$ cat src/rtl/pipeline_hazard_ctrl_pkg.sv
// Shared types and helpers for the pipeline hazard sequencer.
package pipeline_ctrl_pkg;

    typedef enum logic [0:0] {RUN, LU_HOLD} hz_state_t;

    localparam int LU_BUBBLES_MAX = 3;
    localparam int SAT_W          = 64;

    // Counters of any width up to SAT_W are widened into this and cast back.
    function automatic logic [SAT_W-1:0] sat_inc(input logic [SAT_W-1:0] value,
                                                 input logic [SAT_W-1:0] max);
        return (value == max) ? value : value + 64'd1;
    endfunction

endpackage

$ cat src/rtl/mem_resp_latch.sv
// Catches a memory response that arrives while the pipeline is frozen by the
// other port, and replays it on the first cycle the pipeline moves again.
module mem_resp_latch (
    input  logic        clk,
    input  logic        rst_n,
    input  logic        resp,
    input  logic        mem_stall,
    input  logic [31:0] rdata,
    output logic        done,
    output logic [31:0] data
);

    logic [31:0] hold;

    always_ff @(posedge clk or negedge rst_n) begin
        if (!rst_n) begin
            done <= 1'b0;
            hold <= '0;
        end else if (resp && mem_stall) begin
            done <= 1'b1;
            hold <= rdata;
        end else if (!mem_stall) begin
            done <= 1'b0;
        end
    end

    assign data = done ? hold : rdata;

endmodule

$ cat src/rtl/pipeline_hazard_ctrl.sv
// Stall/flush sequencer for the 5-stage RV32I pipeline.
//
//   state   | meaning
//   --------+-----------------------------------------------------------
//   RUN     | normal issue; a load-use hazard inserts the first bubble
//   LU_HOLD | inserting the remaining LU_BUBBLES-1 bubbles
module pipeline_hazard_ctrl
    import pipeline_ctrl_pkg::*;
#(
    parameter int LU_BUBBLES = 1,
    parameter int CNT_W      = 32
) (
    input  logic             clk,
    input  logic             rst_n,
    input  logic             imem_read,
    input  logic             imem_resp,
    input  logic [31:0]      imem_rdata,
    input  logic             dmem_req,
    input  logic             dmem_resp,
    input  logic [31:0]      dmem_rdata,
    input  logic             IDEX_mem_read,
    input  logic [4:0]       IDEX_rd,
    input  logic [4:0]       IFID_rs1,
    input  logic [4:0]       IFID_rs2,
    input  logic             IFID_use_rs1,
    input  logic             IFID_use_rs2,
    input  logic             EX_br_taken,
    output logic             pc_load,
    output logic             IFID_load,
    output logic             IDEX_load,
    output logic             EXMEM_load,
    output logic             MEMWB_load,
    output logic             IFID_flush,
    output logic             IDEX_flush,
    output logic [31:0]      fetch_instr,
    output logic [31:0]      load_data,
    output logic [CNT_W-1:0] stall_cycles,
    output logic [CNT_W-1:0] bubble_count,
    output logic [CNT_W-1:0] flush_count
);

    if (LU_BUBBLES < 1 || LU_BUBBLES > LU_BUBBLES_MAX) begin : g_bad_lu
        $error("LU_BUBBLES out of range");
    end
    if (CNT_W < 1 || CNT_W > SAT_W) begin : g_bad_cnt
        $error("CNT_W out of range");
    end

    localparam logic [1:0]       BUB_RELOAD = 2'(LU_BUBBLES - 1);
    localparam logic [SAT_W-1:0] CNT_MAX    = SAT_W'({CNT_W{1'b1}});

    hz_state_t  state, state_nxt;
    logic [1:0] bubble_cnt, bubble_cnt_nxt;
    logic       i_done, d_done;
    logic       i_ok, d_ok, mem_stall;
    logic       lu_haz, redirect, bubble_ins;

    mem_resp_latch u_i_latch (
        .clk       (clk),
        .rst_n     (rst_n),
        .resp      (imem_resp),
        .mem_stall (mem_stall),
        .rdata     (imem_rdata),
        .done      (i_done),
        .data      (fetch_instr)
    );

    mem_resp_latch u_d_latch (
        .clk       (clk),
        .rst_n     (rst_n),
        .resp      (dmem_resp),
        .mem_stall (mem_stall),
        .rdata     (dmem_rdata),
        .done      (d_done),
        .data      (load_data)
    );

    assign i_ok      = ~imem_read | imem_resp | i_done;
    assign d_ok      = ~dmem_req  | dmem_resp | d_done;
    assign mem_stall = ~(i_ok & d_ok);

    assign lu_haz = IDEX_mem_read && (IDEX_rd != 5'd0) &&
                    ((IFID_use_rs1 && (IFID_rs1 == IDEX_rd)) ||
                     (IFID_use_rs2 && (IFID_rs2 == IDEX_rd)));

    // A redirect seen during a stall is simply re-presented by EX next cycle.
    assign redirect   = ~mem_stall & EX_br_taken;
    assign bubble_ins = ~mem_stall & ~EX_br_taken & ((state == LU_HOLD) | lu_haz);

    always_ff @(posedge clk or negedge rst_n) begin
        if (!rst_n) begin
            state      <= RUN;
            bubble_cnt <= '0;
        end else begin
            state      <= state_nxt;
            bubble_cnt <= bubble_cnt_nxt;
        end
    end

    always_comb begin
        state_nxt      = state;
        bubble_cnt_nxt = bubble_cnt;
        if (!mem_stall) begin
            if (EX_br_taken) begin
                state_nxt      = RUN;
                bubble_cnt_nxt = '0;
            end else if (state == RUN) begin
                if (lu_haz && (LU_BUBBLES > 1)) begin
                    state_nxt      = LU_HOLD;
                    bubble_cnt_nxt = BUB_RELOAD;
                end
            end else begin
                bubble_cnt_nxt = bubble_cnt - 2'd1;
                if (bubble_cnt == 2'd1) begin
                    state_nxt = RUN;
                end
            end
        end
    end

    always_comb begin
        pc_load    = 1'b0;
        IFID_load  = 1'b0;
        IDEX_load  = 1'b0;
        EXMEM_load = 1'b0;
        MEMWB_load = 1'b0;
        IFID_flush = 1'b0;
        IDEX_flush = 1'b0;
        if (rst_n && !mem_stall) begin
            IDEX_load  = 1'b1;
            EXMEM_load = 1'b1;
            MEMWB_load = 1'b1;
            if (EX_br_taken) begin
                pc_load    = 1'b1;
                IFID_load  = 1'b1;
                IFID_flush = 1'b1;
                IDEX_flush = 1'b1;
            end else if ((state == LU_HOLD) || lu_haz) begin
                IDEX_flush = 1'b1;
            end else begin
                pc_load    = 1'b1;
                IFID_load  = 1'b1;
            end
        end
    end

    always_ff @(posedge clk or negedge rst_n) begin
        if (!rst_n) begin
            stall_cycles <= '0;
            bubble_count <= '0;
            flush_count  <= '0;
        end else begin
            if (mem_stall) begin
                stall_cycles <= CNT_W'(sat_inc(SAT_W'(stall_cycles), CNT_MAX));
            end
            if (bubble_ins) begin
                bubble_count <= CNT_W'(sat_inc(SAT_W'(bubble_count), CNT_MAX));
            end
            if (redirect) begin
                flush_count <= CNT_W'(sat_inc(SAT_W'(flush_count), CNT_MAX));
            end
        end
    end

endmodule

$ cat config.mk
export PLATFORM = sky130hd
export DESIGN_NAME = pipeline_hazard_ctrl
export DESIGN_NICKNAME = d
export VERILOG_FILES = /design/src/rtl/pipeline_hazard_ctrl_pkg.sv /design/src/rtl/mem_resp_latch.sv /design/src/rtl/pipeline_hazard_ctrl.sv
export SDC_FILE = /design/constraint.sdc
export NUM_CORES = 1
export LEC_CHECK = 0
export BUFFER_PORTS_ARGS = -buffer_cell sky130_fd_sc_hd__buf_2
export CAP_MARGIN = 20
export CORE_MARGIN = 1
export CORE_UTILIZATION = 40
export CTS_CLUSTER_DIAMETER = 50
export DETAILED_ROUTE_END_ITERATION = 10
export PLACE_DENSITY = 0.64
export SYNTH_ARGS = -nofsm -noshare
export SYNTH_HDL_FRONTEND = slang
export SYNTH_SLANG_ARGS = --single-unit
export TNS_END_PERCENT = 10
$ cat constraint.sdc
create_clock -name clk -period 5.3 [get_ports clk]
set_input_delay 0.53 -clock clk [delete_from_list [all_inputs] [get_ports clk]]
set_output_delay 0.53 -clock clk [all_outputs]
set_load 0.02 [all_outputs]
==> out/summary.txt <==
status: completed
Post-CTS Setup Bufs: 0
Critical Path Source: u_d_latch.done
Ports: 256
TritonCTS Buffers: 17
Crit Path Max Fanout: 11
CP startpoint kind: register
core area: 19530 µm²
LEAKAGE: 4.849 nW
hold_buf cts: 0
Final Skew: 0.006768 ns
Tmin final: 3.085 ns
Peak supply drop: 0.2133 mV
Worst-Margin Slew: 0.9950 ns
prevailing post-synth register cell: dfrtp_1
number of global-route vias before repair: 5835
Synth Instances: 662
Post-Layout Cell Count: 1196
RSZ-0062 raised after global routing: false
WL final: 18.58 mm
post-DP HPWL: 13.71 mm
Clk network pwr share: 0.372
die area: 20590 µm²
num rows: 51
share of power burned in combinational logic: 0.177
distinct cell type count after synthesis: 48
EDFF count, synth: 0
via total after detailed routing: 5970
Clock transition at path regs: 0.06 ns
Final Hold Viols: 0
arrival time at the worst endpoint: 2.55 ns
Fmax: 324.2 MHz
# clock sinks: 165
Synth Cell Area: 8009 µm²
multi-input logic area: 3722 µm²
die height: 143.5 µm
Sw Share: 0.2891
pwr dens: 337.5 nW/µm²
commonest non-fill, non-tap cells in the layout: buf_2, dfrtp_1, mux2_2
TritonCTS clock tree: done
min-delay worst type: in -> async
NetSw: 0.9905 mW
CTS HTree Levels: 4
total power: 3.426 mW
final core utilization: 0.5199
sequential-to-total area share from yosys stat: 0.5155
Pre-antenna DRT Iters: 4
post-synthesis average cell area: 12.10 µm²
Max-Cap Viols: 0
Rel. slew slack: 0.3367
placed insts: 1164
global-route wire length before repair: 29.30 mm
Min Hold Slack: 0.05199 ns
Critical Path Sink Type: primary output
nets: 1011
Slew Viols, Final: 0
setup_tns: 0 ns
type of the worst setup path: reg -> out
# diodes: 0
Starting Density: 0.4102
post-cts sizing count: 0
die width: 143.5 µm
initial antenna violation count: 0
most common cell after layout, fill and taps aside: buf_2
clk root buf: clkbuf_16
CP required: 4.77 ns
detailed-route wire length per cell: 15.53 µm
DRT iter0 DRCs: 204
clk buf depth: 2
Port Buf Inserts: 255
RR Startpoint: u_d_latch.done
period utilization: 0.5821
Area Growth Syn to Fin: 26.76%
post-route antenna net violation count: 0
FILL cells: 1774
Worst-Skew Late Latency: 0.42 ns
Worst Reg-to-Reg Cells: 6
FF/Latch Area: 4129 µm²
Remaining DRCs: 0
asr flop ratio synth: 1.000
largest net degree at the start of global routing: 61
syn nets: 755
global route overflow: 0
GPL Wtd Cong: 0.7973
Seq cells post-synth: 165
share of post-route cells with drive strength above 1: 0.4253
Global Route Usage Sum: 0.1826
Internal: 2.436 mW
Yosys warnings: 0
vias per cell: 4.992
fraction of power consumed by sequential logic: 0.451
final setup vio count: 0
==> power by group through the flow <==
stage          Sequential (mW)  Combinational [mW]  Clock [mW]
2_1_floorplan             1.61               0.321           0
3_3_place_gp              1.56               0.607           0
3_5_place_dp              1.57               0.615           0
4_1_cts                   1.55               0.616        1.31
5_1_grt                   1.57               0.666        1.37
6_report                  1.55               0.605        1.28
==> registers in the layout, summed over array words and instances, names as in the netlist <==
signal,flops
state,1
u_d_latch.hold,32
u_i_latch.hold,32
stall_cycles,32
flush_count,32
bubble_cnt,2
u_d_latch.done,1
bubble_count,32
u_i_latch.done,1
==> cells in the mapped netlist, drive strengths merged, types with 2 or more instances <==
| cell | instances | area share |
|---|---|---|
| nand4b | 3 | 0.0033 |
| o21a | 2 | 0.0019 |
| nor4 | 5 | 0.0062 |
| and3 | 17 | 0.013 |
| and4 | 14 | 0.015 |
| o21ai | 4 | 0.0025 |
| or3b | 2 | 0.0022 |
| buf | 18 | 0.012 |
| nor3b | 4 | 0.0037 |
| mux2 | 131 | 0.18 |
| xnor2 | 79 | 0.086 |
| or2 | 2 | 0.0016 |
| inv | 10 | 0.0047 |
| dfrtp | 165 | 0.52 |
| a211oi | 2 | 0.0034 |
| nand2b | 2 | 0.0016 |
| nor3 | 10 | 0.0062 |
| xor2 | 24 | 0.026 |
| clkbuf | 6 | 0.0028 |
| ha | 4 | 0.0062 |
| nand3 | 45 | 0.028 |
| a21oi | 2 | 0.0012 |
| nor2 | 27 | 0.013 |
| nand4 | 25 | 0.020 |
| and2 | 8 | 0.0066 |
| nand2 | 37 | 0.017 |
==> through the flow <==
| stage | cell area (µm²) | setup WS [ns] |
|---|---|---|
| after floorplan | 8009 | 2.797 |
| after global placement | 9548 | 2.398 |
| after detailed placement | 9548 | 2.348 |
| after CTS | 10150 | 2.105 |
| after global routing | 10150 | 1.941 |
| final | 10150 | 2.215 |
==> worst max-delay path: stages, from the launching register on <==
cell      delay [ns]
dfrtp_1         0.53
nor3b_1         0.64
nor2_1          0.37
and3_1          0.30
o21bai_1        0.14
buf_2           0.15
==> path summary, 6_finish.rpt <==
path	endpoint	slack, ns
worst max-delay path	IDEX_flush	2.22
worst min-delay path	u_i_latch.hold[6]	0.05
worst max register to register	flush_count[17]	2.43
worst min register to register	u_d_latch.hold[15]	0.48
max in group asynchronous	stall_cycles[9]	4.05
min in group clk	u_d_latch.hold[29]	0.34
==> cell families (layout without fill, tap and decap cells) <==
family,after synthesis,after routing,share of synthesized area
AND/OR/NAND/NOR,206,206,0.1426
XOR/XNOR,103,103,0.1126
buffers and inverters,34,303,0.01968
adder cells (fa/ha/maj),4,4,0.006249
flip-flops,165,165,0.5155
AO/OA/AOI/OAI,18,18,0.01781
multiplexers,132,132,0.1854
==> layer usage <==
metal / global-route usage / wire [µm] / part of all wire
met5: 0 / 0 / 0
met3: 0.06065 / 1468 / 0.079
met2: 0.2938 / 8638 / 0.46
met1: 0.2350 / 8271 / 0.45
met4: 0.04871 / 199 / 0.011
==> area by class of cell <==
type,count,share of cell area
Clock buffer,18,0.04227
Clock inverter,14,0.01725
Inverter,10,0.003697
Multi-Input combinational cell,463,0.3667
Sequential cell,165,0.4067
Tap cell,265,0.03266
Timing Repair Buffer,261,0.1308
No activity file was read; power rests on OpenSTA's default activity.
